===== src/rtl/regfile_writeback_buffer.sv =====
// ---------------------------------------------------------------------------
// regfile_writeback_buffer
//
// Write-back buffer placed directly in front of the register file write port.
// It takes results from the load/store unit and the ALU, queues them in a
// DEPTH-entry FIFO, and drains them into the register file one per cycle.
// Decode's read requests have priority on the shared mode line. When the
// FIFO is full and stays blocked for STARVE_LIMIT cycles, one write is forced
// through and decode is stalled for that cycle.
//
// Optional feature macro: REGFILE_WB_BYPASS_EN
//   When defined, two forwarding lookup ports search the queued entries.
//
// Ports
//   clk, rst_n                 clock (rising edge), async active-low reset
//   AluValid/Address/Value     ALU result offer; AluReady = accepted
//   LsuValid/Address/Value     load result offer; LsuReady = accepted
//                              (LSU has fixed priority over the ALU)
//   ReadReq                    decode needs read mode this cycle
//   ReadStall                  forced write this cycle, read data invalid
//   RfMode                     register file mode, 1=write 0=read
//   RfWriteAddress/Value       head entry while RfMode=1, else 0
//   Count / Full / Empty       FIFO occupancy status
//   ReadAddress1/2 (bypass)    forwarding lookup addresses
//   BypassHit1/2, Value1/2     youngest queued match, 0 when no match
// ---------------------------------------------------------------------------
module regfile_writeback_buffer #(
    parameter int DEPTH        = 4,
    parameter int DATA_WIDTH   = 32,
    parameter int ADDR_WIDTH   = 5,
    parameter int STARVE_LIMIT = 8
) (
    input  logic                        clk,
    input  logic                        rst_n,
    input  logic                        AluValid,
    input  logic [ADDR_WIDTH-1:0]       AluAddress,
    input  logic [DATA_WIDTH-1:0]       AluValue,
    output logic                        AluReady,
    input  logic                        LsuValid,
    input  logic [ADDR_WIDTH-1:0]       LsuAddress,
    input  logic [DATA_WIDTH-1:0]       LsuValue,
    output logic                        LsuReady,
    input  logic                        ReadReq,
    output logic                        ReadStall,
    output logic                        RfMode,
    output logic [ADDR_WIDTH-1:0]       RfWriteAddress,
    output logic [DATA_WIDTH-1:0]       RfWriteValue,
    output logic [$clog2(DEPTH):0]      Count,
    output logic                        Full,
    output logic                        Empty
`ifdef REGFILE_WB_BYPASS_EN
    ,
    input  logic [ADDR_WIDTH-1:0]       ReadAddress1,
    input  logic [ADDR_WIDTH-1:0]       ReadAddress2,
    output logic                        BypassHit1,
    output logic                        BypassHit2,
    output logic [DATA_WIDTH-1:0]       BypassValue1,
    output logic [DATA_WIDTH-1:0]       BypassValue2
`endif
);

    localparam int PTR_W = $clog2(DEPTH);
    localparam int CNT_W = PTR_W + 1;
    localparam int SC_W  = $clog2(STARVE_LIMIT + 1);
    localparam logic [SC_W-1:0]  STARVE_LAST = SC_W'(STARVE_LIMIT - 1);
    localparam logic [CNT_W-1:0] DEPTH_CNT   = CNT_W'(DEPTH);

    typedef enum logic {
        ST_NORMAL = 1'b0,
        ST_FORCE  = 1'b1
    } state_t;

    state_t                 state_q, state_d;
    logic [SC_W-1:0]        starve_q, starve_d;
    logic [PTR_W-1:0]       wr_ptr_q, wr_ptr_d;
    logic [PTR_W-1:0]       rd_ptr_q, rd_ptr_d;
    logic [CNT_W-1:0]       count_q, count_d;
    logic [ADDR_WIDTH-1:0]  addr_mem_q [DEPTH];
    logic [ADDR_WIDTH-1:0]  addr_mem_d [DEPTH];
    logic [DATA_WIDTH-1:0]  data_mem_q [DEPTH];
    logic [DATA_WIDTH-1:0]  data_mem_d [DEPTH];

    logic                   full;
    logic                   empty;
    logic                   force_wr;
    logic                   push;
    logic                   pop;
    logic [ADDR_WIDTH-1:0]  push_addr;
    logic [DATA_WIDTH-1:0]  push_data;

    // Status is derived from the registered count only, so a pop in the
    // same cycle never opens space for a push in that cycle.
    always_comb begin
        full  = (count_q == DEPTH_CNT);
        empty = (count_q == '0);
    end

    assign Count    = count_q;
    assign Full     = full;
    assign Empty    = empty;
    assign LsuReady = !full;
    assign AluReady = !full && !LsuValid;

    // ---- enqueue select ----
    always_comb begin
        push      = !full && (LsuValid || AluValid);
        push_addr = LsuValid ? LsuAddress : AluAddress;
        push_data = LsuValid ? LsuValue   : AluValue;
    end

    // ---- drain ----
    always_comb begin
        force_wr       = (state_q == ST_FORCE);
        pop            = !empty && (!ReadReq || force_wr);
        RfMode         = pop;
        ReadStall      = force_wr;
        RfWriteAddress = pop ? addr_mem_q[rd_ptr_q] : '0;
        RfWriteValue   = pop ? data_mem_q[rd_ptr_q] : '0;
    end

    // ---- starvation FSM ----
    always_comb begin
        state_d  = state_q;
        starve_d = starve_q;
        case (state_q)
            ST_NORMAL: begin
                if (full && ReadReq) begin
                    if (starve_q == STARVE_LAST) begin
                        state_d  = ST_FORCE;
                        starve_d = '0;
                    end else begin
                        starve_d = starve_q + SC_W'(1);
                    end
                end else begin
                    starve_d = '0;
                end
            end
            ST_FORCE: begin
                state_d  = ST_NORMAL;
                starve_d = '0;
            end
            default: begin
                state_d  = ST_NORMAL;
                starve_d = '0;
            end
        endcase
    end

    // ---- pointers, occupancy, storage ----
    always_comb begin
        wr_ptr_d = push ? wr_ptr_q + PTR_W'(1) : wr_ptr_q;
        rd_ptr_d = pop  ? rd_ptr_q + PTR_W'(1) : rd_ptr_q;
        count_d  = count_q;
        if (push && !pop) begin
            count_d = count_q + CNT_W'(1);
        end else if (pop && !push) begin
            count_d = count_q - CNT_W'(1);
        end
        addr_mem_d = addr_mem_q;
        data_mem_d = data_mem_q;
        if (push) begin
            addr_mem_d[wr_ptr_q] = push_addr;
            data_mem_d[wr_ptr_q] = push_data;
        end
    end

    always_ff @(posedge clk or negedge rst_n) begin
        if (!rst_n) begin
            state_q  <= ST_NORMAL;
            starve_q <= '0;
            wr_ptr_q <= '0;
            rd_ptr_q <= '0;
            count_q  <= '0;
        end else begin
            state_q  <= state_d;
            starve_q <= starve_d;
            wr_ptr_q <= wr_ptr_d;
            rd_ptr_q <= rd_ptr_d;
            count_q  <= count_d;
        end
    end

    // Entry storage needs no reset: a zero count marks every slot unoccupied.
    always_ff @(posedge clk) begin
        addr_mem_q <= addr_mem_d;
        data_mem_q <= data_mem_d;
    end

`ifdef REGFILE_WB_BYPASS_EN
    // Walk occupied slots from head (oldest) to tail; later matches
    // overwrite earlier ones so the youngest entry wins.
    function automatic logic [DATA_WIDTH:0] bypass_lookup(
        input logic [ADDR_WIDTH-1:0] ra
    );
        logic [DATA_WIDTH:0] res;
        logic [PTR_W-1:0]    idx;
        res = '0;
        for (int i = 0; i < DEPTH; i++) begin
            idx = rd_ptr_q + PTR_W'(i);
            if ((CNT_W'(i) < count_q) && (addr_mem_q[idx] == ra)) begin
                res = {1'b1, data_mem_q[idx]};
            end
        end
        return res;
    endfunction

    always_comb begin
        {BypassHit1, BypassValue1} = bypass_lookup(ReadAddress1);
        {BypassHit2, BypassValue2} = bypass_lookup(ReadAddress2);
    end
`endif

endmodule


===== config.mk =====
export PLATFORM = sky130hd
export DESIGN_NAME = regfile_writeback_buffer
export DESIGN_NICKNAME = d
export VERILOG_FILES = /design/src/rtl/regfile_writeback_buffer.sv
export SDC_FILE = /design/constraint.sdc
export NUM_CORES = 1
export LEC_CHECK = 0
export CAP_MARGIN = 30
export CORE_MARGIN = 2
export CORE_UTILIZATION = 47
export DETAILED_ROUTE_END_ITERATION = 7
export MAX_ROUTING_LAYER = met4
export PLACE_DENSITY_LB_ADDON = 0.05
export SLEW_MARGIN = 20
export SYNTH_ARGS = -nofsm -noshare
export SYNTH_HDL_FRONTEND = slang
export SYNTH_SLANG_ARGS = --single-unit

===== constraint.sdc =====
create_clock -name clk -period 2.2 [get_ports clk]
set_input_delay 0.33 -clock clk [delete_from_list [all_inputs] [get_ports clk]]
set_output_delay 0.33 -clock clk [all_outputs]
set_load 0.02 [all_outputs]

==> flow_metrics.env <==
export IMPL_status="finished with violations"
export IMPL_failed_checks="negative setup slack"
export IMPL_diodes=0
export IMPL_clkPwrFrac_pct=21.9
export IMPL_netlist_area_sq_um=6670
export IMPL_setup_worst_path_end="RfWriteValue[10]"
export IMPL_worstSetupStartpointType="flip-flop"
export IMPL_end_kind="output pin"
export IMPL_syn_nets=424
export IMPL_antenna_found_initial=0
export IMPL_fin_total_pwr_uw=12200
export IMPL_crit_path_max_incr_delay_ns=0.47
export IMPL_ir_drop_mv=0.649
export IMPL_wl_um=13200
export IMPL_postCtsHoldBufs=0
export IMPL_r2r_start="Count[1]"
export IMPL_clkSinkCount=160
export IMPL_crit_slowest_cell="mux4_2"
export IMPL_cts_max_level=4
export IMPL_drcViolationCount=0
export IMPL_die_y_um=123
export IMPL_top_layer="met4"
export IMPL_path_class="reg2out"
export IMPL_grt_pass1_wl_um=20700
export IMPL_p_per_area_nw_per_um2=1330
export IMPL_critical_path_cell_chain="buf_12 -> buf_12 -> buf_12 -> mux4_2 -> and3_4 -> buf_6"
export IMPL_slew_headroom_pct=61.3
export IMPL_cts_tree="yes"
export IMPL_p_int_uw=8670
export IMPL_report_final_slew_viol_count=0
export IMPL_synth_cells=338
export IMPL_cts_max_path_buffers=2
export IMPL_drive_gt1_share_pct=42.3
export IMPL_switchingPower_uw=3560
export IMPL_port_buffers=124
export IMPL_ys_seq_area_share_pct=71.2
export IMPL_drtAntennaViolNets=0
export IMPL_regArea_sq_um=4750
export IMPL_multi_input_area_sq_um=1970
export IMPL_io_pins=125
export IMPL_yosysUniqueCellTypes=24
export IMPL_post_route_period_util_pct=107
export IMPL_critPathRequiredTime_ns=1.87
export IMPL_coreArea_sq_um=13900
export IMPL_dr_pass1_iters=5
export IMPL_dieArea_sq_um=15200
export IMPL_finalSetupViolations=32
export IMPL_final_hold_viol_count=0
export IMPL_reg2reg_to="Count[2]"
export IMPL_synth_seq_cells=160
export IMPL_viasPerCell=5.34
export IMPL_dpl_hpwl_um=8220
export IMPL_drt_iter0_markers=227
export IMPL_cp_startpoint="rd_ptr_q[0]"
export IMPL_worst_slew_pin_slew_ns=0.578
export IMPL_wl_met3_um=631
export IMPL_hold_class="in2async"
export IMPL_fmax_mhz=425
export IMPL_grt_ovfl_total=0
export IMPL_postSynthAreaPerCell_sq_um=19.7
export IMPL_finish_net_count=579
export IMPL_start_util_pct=48.0
export IMPL_clk_latency_ns=0.41
export IMPL_seqPwrFrac_pct=37.4
export IMPL_layout_min_cycle_time_ns=2.36
export IMPL_crit_arrival_ns=2.03
export IMPL_combPwrFrac_pct=40.7
export IMPL_cts_reportedPaths_clkPinSlew_ns=0.06
export IMPL_p_leak_uw=0.00330
export IMPL_power_switching_fraction_pct=29.1
export IMPL_n_fill_cell=977
export IMPL_grt_start_max_net_pins=25
export IMPL_reg2reg_depth=8
export IMPL_met1_length_um=5250
export IMPL_die_w_um=123
export IMPL_drt_wirelength_per_cell_um=19.3
export IMPL_layout_commonest_cell="edfxtp_1"
export IMPL_grt_setup_unrepaired="true"
export IMPL_reg2reg_slack_ns=0.22
export IMPL_yosysWarnings=0
export IMPL_gp_congestion=0.751
export IMPL_maxCapViolations=0
export IMPL_utilization_pct=66.1
export IMPL_rows=43
export IMPL_final_cell_mix="edfxtp_1, clkdlybuf4s50_1, mux2_2"
export IMPL_layout_setup_ws_ns=-0.155
export IMPL_fin_worst_skew_ns=0.00441
export IMPL_cts_buffers=17
export IMPL_crit_fanout=7
export IMPL_syn2layout_area_growth_pct=37.6
export IMPL_cpMostUsedCell="buf_12"
export IMPL_wl_met2_um=7150
export IMPL_track_usage_pct=19.6
export IMPL_grt_pass1_vias=3903
export IMPL_cts_root_buf="clkbuf_16"
export IMPL_via_count=3652
cell type report:
| type | count | share of cell area, % |
|---|---|---|
| timing repair buffer | 156 | 18.2 |
| clock buffer | 20 | 4.76 |
| sequential | 160 | 51.8 |
| inverter | 6 | 0.246 |
| tap | 180 | 2.46 |
| multi-input combinational | 152 | 21.5 |
| clock inverter | 10 | 1.05 |
worst min-delay path by stage:
stage | end | cells after the start | from
after floorplan | Count[0] | 0 | rst_n
after global placement | starve_q[0] | 1 | starve_q[0]
after detailed placement | starve_q[0] | 1 | starve_q[0]
after CTS | ReadStall | 1 | rst_n
after global routing | starve_q[1] | 1 | rst_n
final | ReadStall | 1 | rst_n
cells by family (layout without fill, tap and decap cells):
logic type    after synthesis  count (layout)  share of synthesized area [%]
xor+xnor                    7               7                          0.920
fa+ha+maj                   7               7                           1.43
mux                        77              77                           19.2
simple gates               61              61                           5.33
buf+inv                    26             192                           1.91
flops                     160             160                           71.2
registers in the layout, summed over array words and instances, names as in the netlist:
| register | flops |
|---|---|
| starve_q | 4 |
| wr_ptr_q | 2 |
| ReadStall | 1 |
| rd_ptr_q | 2 |
| data_mem_q | 128 |
| addr_mem_q | 20 |
| Count | 3 |
synth_stat cells (all sizes together):
library cell / instances / area share (%)
xnor2: 5 / 0.66
nor3: 2 / 0.15
nor3b: 1 / 0.19
and2: 4 / 0.38
nor2: 8 / 0.45
and3: 38 / 3.6
fa: 1 / 0.30
mux2i: 1 / 0.15
nand3: 2 / 0.15
xor2: 2 / 0.26
dfrtp: 12 / 4.5
nand2b: 1 / 0.094
nor2b: 1 / 0.094
mux4: 37 / 13
buf: 10 / 1.0
nand2: 3 / 0.17
mux2: 39 / 6.6
edfxtp: 148 / 67
ha: 6 / 1.1
inv: 6 / 0.34
clkbuf: 10 / 0.56
or3: 1 / 0.094
power by group through the flow:
stage	clock network (uW)	registers (uW)	logic (uW)
finish	2680	4570	4980
global route	2880	4640	5330
CTS	2730	4580	4930
detailed placement	0	4620	4440
global placement	0	4570	4420
floorplan	0	4600	2590
stage by stage:
step / instance area (sq um) / hold slack (ns) / cells / setup TNS (ns) / setup slack, ns
2_1_floorplan: 6690 / 0.0344 / 338 / 0 / 0.00262
3_3_place_gp: 8340 / 0.466 / 646 / -0.160 / -0.0345
3_5_place_dp: 8340 / 0.465 / 646 / -0.289 / -0.0829
4_1_cts: 9090 / 0.295 / 684 / -3.56 / -0.195
5_1_grt: 9170 / 0.322 / 684 / -4.63 / -0.242
6_report: 9170 / 0.284 / 684 / -1.93 / -0.155
layer usage:
| layer | global-route usage, % | vias to the layer above |
|---|---|---|
| met4 | 7.39 | 0 |
| li1 | - | 1671 |
| met5 | - | - |
| met1 | 22.8 | 1851 |
| met2 | 33.3 | 113 |
| met3 | 4.66 | 17 |
critical path: cells and delay by family (launching register included):
| family | cells | cell delay (ns) |
|---|---|---|
| muxes | 1 | 0.47 |
| and+or+nand+nor | 1 | 0.20 |
| buffers and inverters | 4 | 0.49 |
| DFF | 1 | 0.44 |
repair_timing:
item                       4_1_cts  5_1_grt
setup buffers                    6        0
gates cloned                     2        0
hold endpoints to repair         0        0
setup endpoints to repair       42       38
gates resized for setup        220       26
pin swaps                        2        0
No activity file was read; power rests on OpenSTA's default activity.
